[src/rtl/instr_mem_loader.sv]
// Instruction-memory loader: packs a big-endian byte stream into 32-bit words,
// writes them to instruction memory from BASE_ADDR upward, and holds the core
// in reset until the requested number of words has been written.
module instr_mem_loader #(
  parameter int unsigned              DATA_WIDTH    = 32,
  parameter int unsigned              ADDRESS_WIDTH = 32,
  parameter int unsigned              DEPTH_WORDS   = 1024,
  parameter logic [ADDRESS_WIDTH-1:0] BASE_ADDR     = '0,
  parameter int unsigned              CNT_WIDTH     = 16
) (
  input  logic                     i_CLK,
  input  logic                     i_RST,
  input  logic                     i_Start,
  input  logic [CNT_WIDTH-1:0]     i_NumWords,
  input  logic                     i_ByteValid,
  input  logic [7:0]               i_ByteData,
  output logic                     o_ByteReady,
  output logic                     o_IMemWE,
  output logic [ADDRESS_WIDTH-1:0] o_IMemAddr,
  output logic [DATA_WIDTH-1:0]    o_IMemWData,
  output logic                     o_CoreHold,
  output logic                     o_Done,
  output logic                     o_Error,
  output logic [CNT_WIDTH-1:0]     o_WordCount
);

  typedef enum logic [2:0] {
    IDLE,
    RECV,
    WRITE,
    DONE,
    ERR
  } stateT;

  // Depth limit widened by one bit so DEPTH_WORDS itself fits even when it
  // equals 2**CNT_WIDTH.
  localparam logic [CNT_WIDTH:0] DEPTH_LIMIT = (CNT_WIDTH + 1)'(DEPTH_WORDS);

  stateT                    state;
  stateT                    nextState;

  logic [CNT_WIDTH-1:0]     numWordsQ;
  logic [CNT_WIDTH-1:0]     wordCount;
  logic [CNT_WIDTH-1:0]     wordCountNext;
  logic [1:0]               byteCnt;
  logic [DATA_WIDTH-1:0]    asmWord;
  logic [ADDRESS_WIDTH-1:0] imemAddr;
  logic [DATA_WIDTH-1:0]    imemWData;
  logic                     coreHold;
  logic                     doneFlag;
  logic                     errorFlag;

  logic                     byteReady;
  logic                     imemWe;
  logic                     byteXfer;
  logic                     lastByte;
  logic                     lastWord;
  logic                     idleLike;
  logic                     startOk;
  logic                     startAccept;
  logic [ADDRESS_WIDTH-1:0] addrOffset;

  assign byteXfer      = i_ByteValid && byteReady;
  assign lastByte      = (byteCnt == 2'd3);
  assign wordCountNext = wordCount + CNT_WIDTH'(1);
  assign lastWord      = (wordCountNext == numWordsQ);
  assign idleLike      = (state inside {IDLE, DONE, ERR});
  assign startOk       = (i_NumWords != '0) && ({1'b0, i_NumWords} <= DEPTH_LIMIT);
  assign startAccept   = idleLike && i_Start && startOk;
  assign addrOffset    = ADDRESS_WIDTH'({wordCount, 2'b00});

  // State register
  always_ff @(posedge i_CLK or negedge i_RST) begin
    if (!i_RST) begin
      state <= IDLE;
    end else begin
      state <= nextState;
    end
  end

  // Next-state logic; i_Start only matters outside an active load
  always_comb begin
    nextState = state;
    unique case (state)
      IDLE, DONE, ERR: begin
        if (i_Start) begin
          nextState = startOk ? RECV : ERR;
        end
      end
      RECV: begin
        if (byteXfer && lastByte) begin
          nextState = WRITE;
        end
      end
      WRITE: begin
        nextState = lastWord ? DONE : RECV;
      end
      default: begin
        nextState = IDLE;
      end
    endcase
  end

  // Output decode of the current state
  always_comb begin
    byteReady = 1'b0;
    imemWe    = 1'b0;
    unique case (state)
      RECV:    byteReady = 1'b1;
      WRITE:   imemWe    = 1'b1;
      default: begin
        byteReady = 1'b0;
        imemWe    = 1'b0;
      end
    endcase
  end

  // Status flags registered from the next state so CoreHold never glitches
  always_ff @(posedge i_CLK or negedge i_RST) begin
    if (!i_RST) begin
      coreHold  <= 1'b1;
      doneFlag  <= 1'b0;
      errorFlag <= 1'b0;
    end else begin
      coreHold  <= (nextState != DONE);
      doneFlag  <= (nextState == DONE);
      errorFlag <= (nextState == ERR);
    end
  end

  // Word assembly, write address/data capture and word counting
  always_ff @(posedge i_CLK or negedge i_RST) begin
    if (!i_RST) begin
      numWordsQ <= '0;
      wordCount <= '0;
      byteCnt   <= '0;
      asmWord   <= '0;
      imemAddr  <= '0;
      imemWData <= '0;
    end else begin
      if (startAccept) begin
        numWordsQ <= i_NumWords;
        wordCount <= '0;
        byteCnt   <= '0;
      end
      if (byteXfer) begin
        asmWord <= {asmWord[DATA_WIDTH-9:0], i_ByteData};
        byteCnt <= byteCnt + 2'd1;
        // Write data/address are captured alongside the 4th byte so they
        // stay stable outside the write pulse while the next word assembles.
        if (lastByte) begin
          imemWData <= {asmWord[DATA_WIDTH-9:0], i_ByteData};
          imemAddr  <= BASE_ADDR + addrOffset;
        end
      end
      if (imemWe) begin
        wordCount <= wordCountNext;
      end
    end
  end

  assign o_ByteReady = byteReady;
  assign o_IMemWE    = imemWe;
  assign o_IMemAddr  = imemAddr;
  assign o_IMemWData = imemWData;
  assign o_CoreHold  = coreHold;
  assign o_Done      = doneFlag;
  assign o_Error     = errorFlag;
  assign o_WordCount = wordCount;

endmodule

[config.mk]
export PLATFORM = sky130hd
export DESIGN_NAME = instr_mem_loader
export DESIGN_NICKNAME = d
export VERILOG_FILES = /design/src/rtl/instr_mem_loader.sv
export SDC_FILE = /design/constraint.sdc
export NUM_CORES = 1
export LEC_CHECK = 0
export ABC_AREA = 1
export BUFFER_PORTS_ARGS = -buffer_cell sky130_fd_sc_hd__buf_4
export CAP_MARGIN = 10
export CORE_ASPECT_RATIO = 0.8
export CORE_MARGIN = 3
export CORE_UTILIZATION = 35
export CTS_BUF_LIST = sky130_fd_sc_hd__clkbuf_4 sky130_fd_sc_hd__clkbuf_8
export CTS_CLUSTER_DIAMETER = 200
export DETAILED_ROUTE_END_ITERATION = 8
export GPL_ROUTABILITY_DRIVEN = 0
export GPL_TIMING_DRIVEN = 0
export PLACE_DENSITY = 0.54
export SLEW_MARGIN = 40
export SYNTH_ARGS = -nofsm -noshare
export SYNTH_HDL_FRONTEND = slang
export SYNTH_SLANG_ARGS = --single-unit
[constraint.sdc]
create_clock -name i_CLK -period 2.15 [get_ports i_CLK]
set_input_delay 0.645 -clock i_CLK [delete_from_list [all_inputs] [get_ports i_CLK]]
set_output_delay 0.645 -clock i_CLK [all_outputs]
set_load 0.005 [all_outputs]
# Word-level counts from Yosys, hierarchy flattened
# Cells that the tools add are included.
[op_classes]
eq_ne = 9
add_sub_neg = 2
order_cmp = 1
mux = 11
n_reduce_logical = 12
[ops]
columns = ["op", "n"]
rows = [
  ["16-bit 2-to-1 mux", 2],
  ["16-bit by 1-bit adder with 16-bit output, second input constant", 1],
  ["16-bit equality test", 1],
  ["16-bit by 11-bit less-or-equal comparator with 1-bit output, second input constant", 1],
  ["16-bit nonzero test", 1],
  ["3-bit by 2-bit equality test with 1-bit output, second input constant", 3],
  ["3-bit 2-to-1 mux", 3],
  ["3-bit one-hot mux with 3 select lines", 1],
  ["3-bit equality test, second input constant", 2],
  ["2-bit 2-to-1 mux", 3],
  ["1-bit logical AND", 5],
  ["2-bit nonzero test", 2],
  ["3-bit by 1-bit equality test with 1-bit output, second input constant", 1],
  ["3-bit zero test", 1],
  ["3-bit by 2-bit inequality test with 1-bit output, second input constant", 1],
  ["3-bit nonzero test", 1],
  ["3-bit OR reduction", 1],
  ["2-bit by 1-bit adder with 2-bit output, second input constant", 1],
  ["2-bit equality test, second input constant", 1],
  ["1-bit 2-to-1 mux", 2],
  ["2-bit AND reduction", 1],
]
[word_totals]
in_bits = 28
regBits = 112

# Depth between registers and ports, before layout
[logic_depth]
ltp_word = 7
depth_mapped = 13

# Worst setup path before layout
# Ideal clock, no wire load.
[synth_path]
kind = "input-to-reg"
from = "in i_NumWords[7]"
to = "reg wordCount[10], in the netlist o_WordCount[10]"
path_stages = 9
path_slack_ps = 460
required_time_ps = 2015
t_arrival_ps = 1556
setup_time_ps = 135
path_cell_list = "nor2_1 nand2_1 nor2_1 nand4_1 nand2_1 nand3_2 nand2_1 buf_4 o22ai_1"
[synth_via]
elab_chain_len = 4
elab_cells_between_ends = 5
[synth_rtl]
columns = ["element", "line_no", "source"]
rows = [
  ["start: declaration", "14", "input logic [CNT_WIDTH-1:0] i_NumWords,"],
  ["16-bit by 11-bit less-or-equal comparator with 1-bit output / 16-bit nonzero test (equally long branches)", "68", "assign startOk = (i_NumWords != '0) && ({1'b0, i_NumWords} <= DEPTH_LIMIT);"],
  ["1-bit logical AND *", "68", ""],
  ["1-bit logical AND *", "69", "assign startAccept = idleLike && i_Start && startOk;"],
  ["2-bit nonzero test (no source line) *", "--", ""],
  ["end signal: assignment", "157", "wordCount <= wordCountNext;"],
  ["end: declaration", "43", "logic [CNT_WIDTH-1:0] wordCount;"],
]
# Every way passes the cells marked *; elsewhere a longest branch is shown, timed or not.
# A chain may end at the register's enable or synchronous reset.

# Final worst setup path
[layout_path]
from = "reg state[0]"
to = "out o_IMemWE"
[layout_via]
elab_chain_len = 2
[layout_rtl]
columns = ["element", "line_no", "source"]
rows = [
  ["start: declaration", "39", "stateT state;"],
  ["start signal: assignment", "77", "state <= nextState;"],
  ["3-bit by 2-bit equality test with 1-bit output", "108", "unique case (state)"],
  ["1-bit 2-to-1 mux", "108", ""],
  ["end: declaration", "18", "output logic o_IMemWE,"],
]
# Every way passes these cells.

==> summary.txt <==
Run status
  • Status: finished, final reports clean

Power
  • PD cells: between 700 and 800 nW/um^2
  • Peak VDD IR: around 0.00038 V
  • Comb power frac: 19.9%
  • NetSw: between 1 and 1.5 mW
  • Seq pwr share: 53.3%
  • Leakage Power: roughly 3.2 nW
  • Clock share of power: 26.8%
  • Total power: 4.44 mW
  • Switching share of power: 32.1%
  • Int Power: between 3 and 4 mW

Placed design
  • Port Buffer Count: 96
  • Half-perimeter wire length after placement: 10100 um

Clocking
  • Cts hold-fix bufs: 0
  • Clock Latency Late Sink: 0.37 ns
  • CTS root buf: clkbuf_8
  • Clock Sinks: 112
  • Clk slew on worst S/H paths: roughly 0.11 ns
  • Maximum clock path buffer count: 2
  • Clock tree from TritonCTS: built
  • Total CTS buffers: 9
  • H-tree depth: 3

Worst setup path
  • R2R Setup Slk: around 0.21 ns
  • Endpoint class of the critical path: primary output
  • CP Launch Type: register
  • Crit path DAT: about 1.4 ns
  • CP Depth: 4
  • CP max FO: 8
  • R2R cell count: 11
  • Worst path max stage delay: 0.39 ns
  • CP Class: register to primary output
  • Worst EP required: about 1.5 ns
  • Cell family with most CP delay: buffers and inverters
  • Critical-path top delay cell: dfrtp_1
  • Crit-path cells: inv_1, nand3_2, inv_4, buf_4
  • Critical path buffers and inverters: 3

Floorplan
  • Initial Utilization: between 30 and 40%
  • Die height: 114 um
  • Core area: 13800 um^2
  • Die ar.: 15900 um^2
  • Chip width: approximately 140 um
  • Site Rows: 38
  • I/O Pins: between 100 and 150

Yosys
  • Register area share after synthesis: approximately 55%
  • Cells after synthesis: 580
  • Number of distinct library cells after synthesis: 31
  • Synth Area per Inst: ~8.7 um^2
  • Synth Register Bits: ~110
  • Synth warnings: 0
  • Synthesized cell area: roughly 5000 um^2

Global route
  • GRT Util Overall: between 10% and 20%
  • Grt ovf: 0
  • First-pass GRT wire length: 21700 um
  • Largest net degree at the start of global routing: between 60 and 70
  • Number of global-route vias before repair: a little over 4000
  • Initial antenna violation count: 0

Detailed routing
  • Initial DRC count: roughly 330
  • DRT antenna net count: 0
  • Routed wire per std cell: roughly 15 um
  • Vias per cell: just under 5
  • Vias: 4272
  • Pre-antenna DRT Iters: 4
  • Routed wire length: about 13000 um
  • Residual DRC: 0

STA
  • F_max: around 490 MHz
  • Period utilization: between 90% and 100%
  • Unrepaired setup endpoints after global routing: false
  • Hold slack: approximately 0.18 ns
  • Relative slew margins: 55.5%
  • Slew Limit Fails: 0
  • Sum Neg Setup Slack: 0 ns
  • Clk_skew: 0.00876 ns
  • Final setup viols: 0
  • Minimum clock period: just over 2 ns
  • Tightest Pin Transition: 0.667 ns
  • Fin. Hold Viols: 0

Job
  • Max Cap Viol: 0

Layout
  • Commonest cells after routing, fill and taps aside: 159 x nand2_1, 113 x buf_4, 109 x dfrtp_1
  • Number of fill cells: 1382
  • N_diodes: 0
  • Share of post-route cells with drive strength above 1: 23.4%
  • P&R area growth vs syn: 24.4%
  • Nets: approximately 730
  • Most common cell after layout, fill and taps aside: nand2_1

Worst hold path
  • Hold Crit Class: input pin to asynchronous set/reset pin
[per-stage QoR]
step | instance area (um^2) | std cells | worst slack, ns | utilization (%)
after global placement | 6060 | 871 | -0.108 | 43.8
after global routing | 6300 | 888 | 0.0379 | 45.5
after detailed placement | 6100 | 872 | -0.149 | 44.1
after floorplan | 5120 | 595 | 0.460 | -
final | 6300 | 888 | 0.118 | 45.5
after CTS | 6280 | 887 | 0.0276 | 45.4
[Yosys cell counts, drive strengths merged]
cell type  number  area [um^2]
nand4          10         62.6
inv            70          263
xor2            3         26.3
clkinv          1         3.75
buf            20          143
mux2            8         90.1
nor3            3         26.3
nand3          44          235
o21ai          83          415
dfstp           1         26.3
dfrtp         111         2780
o22ai           9         56.3
clkbuf         14         52.6
conb            1         3.75
ha              2         25.0
xnor3           1         22.5
nand2         162          621
a21oi           3         15.0
xnor2           2         17.5
nor2           30          161
a311oi          2         17.5
[final cells by class]
type                    count  area (um^2)  area share, %
plain buffers              34          195           3.10
clock buffers               9          124           1.97
clock inverters             6         53.8          0.854
inverters                  71          269           4.27
multi-input cells         378         1860           29.6
flip-flops and latches    112         2810           44.6
well taps                 180          225           3.58
repair buffers             98          763           12.1
[cells by family after synthesis]
logic type      synth area share, %
buf+inv                        9.12
other cells                  0.0741
simple gates                   21.9
xor+xnor                       1.31
mux                            1.78
compound gates                 9.96
flops                          55.4
fa+ha+maj                     0.494
[worst reg2reg max path, stage by stage, from the launching register on]
cell	delay [ns]
dfrtp_2	0.42
ha_1	0.22
nand3_1	0.18
nor2_4	0.18
nand3_1	0.11
nand2_1	0.11
nand3_1	0.07
nand2_1	0.07
nand3_1	0.07
nor2_1	0.14
nand2_1	0.12
a21oi_1	0.17
[final timing paths]
path                                     start             end
worst max-delay path                  state[0]        o_IMemWE
worst min-delay path                     i_RST  o_IMemWData[3]
worst max register to register  o_WordCount[0]          o_Done
worst min register to register   o_IMemAddr[6]   o_IMemAddr[6]
max in group asynchronous                i_RST   numWordsQ[15]
min in group i_CLK               i_NumWords[0]    numWordsQ[0]
[repair_timing]
item	in CTS	in global routing
pin swaps	0	0
endpoints found under the setup margin	3	3
buffers inserted	0	1
gates resized for setup	2	4
gates cloned	0	0
[registers in the layout, indices dropped and copies added, names as in the netlist, 2 cells and up]
signal       count
o_IMemWData     32
numWordsQ       16
o_IMemAddr      16
o_WordCount     16
asmWord         24
byteCnt          2
state            3
[power groups by stage]
| stage | registers, mW | clock network [mW] | logic [mW] |
|---|---|---|---|
| after floorplan | 2.37 | 0 | 0.537 |
| after global placement | 2.41 | 0 | 0.846 |
| after detailed placement | 2.41 | 0 | 0.873 |
| after CTS | 2.37 | 1.23 | 0.877 |
| after global routing | 2.39 | 1.30 | 1.00 |
| final | 2.37 | 1.19 | 0.885 |
[metal layers]
metal | global-route usage, % | routed length [um] | up-vias
met5 | 0 | 0 | -
met4 | 4.91 | 224 | 0
met3 | 3.56 | 721 | 17
met2 | 25.1 | 5720 | 118
met1 | 25.4 | 6610 | 2055
li1 | - | - | 2082
Note: power is estimated with default switching activity, not from simulation.
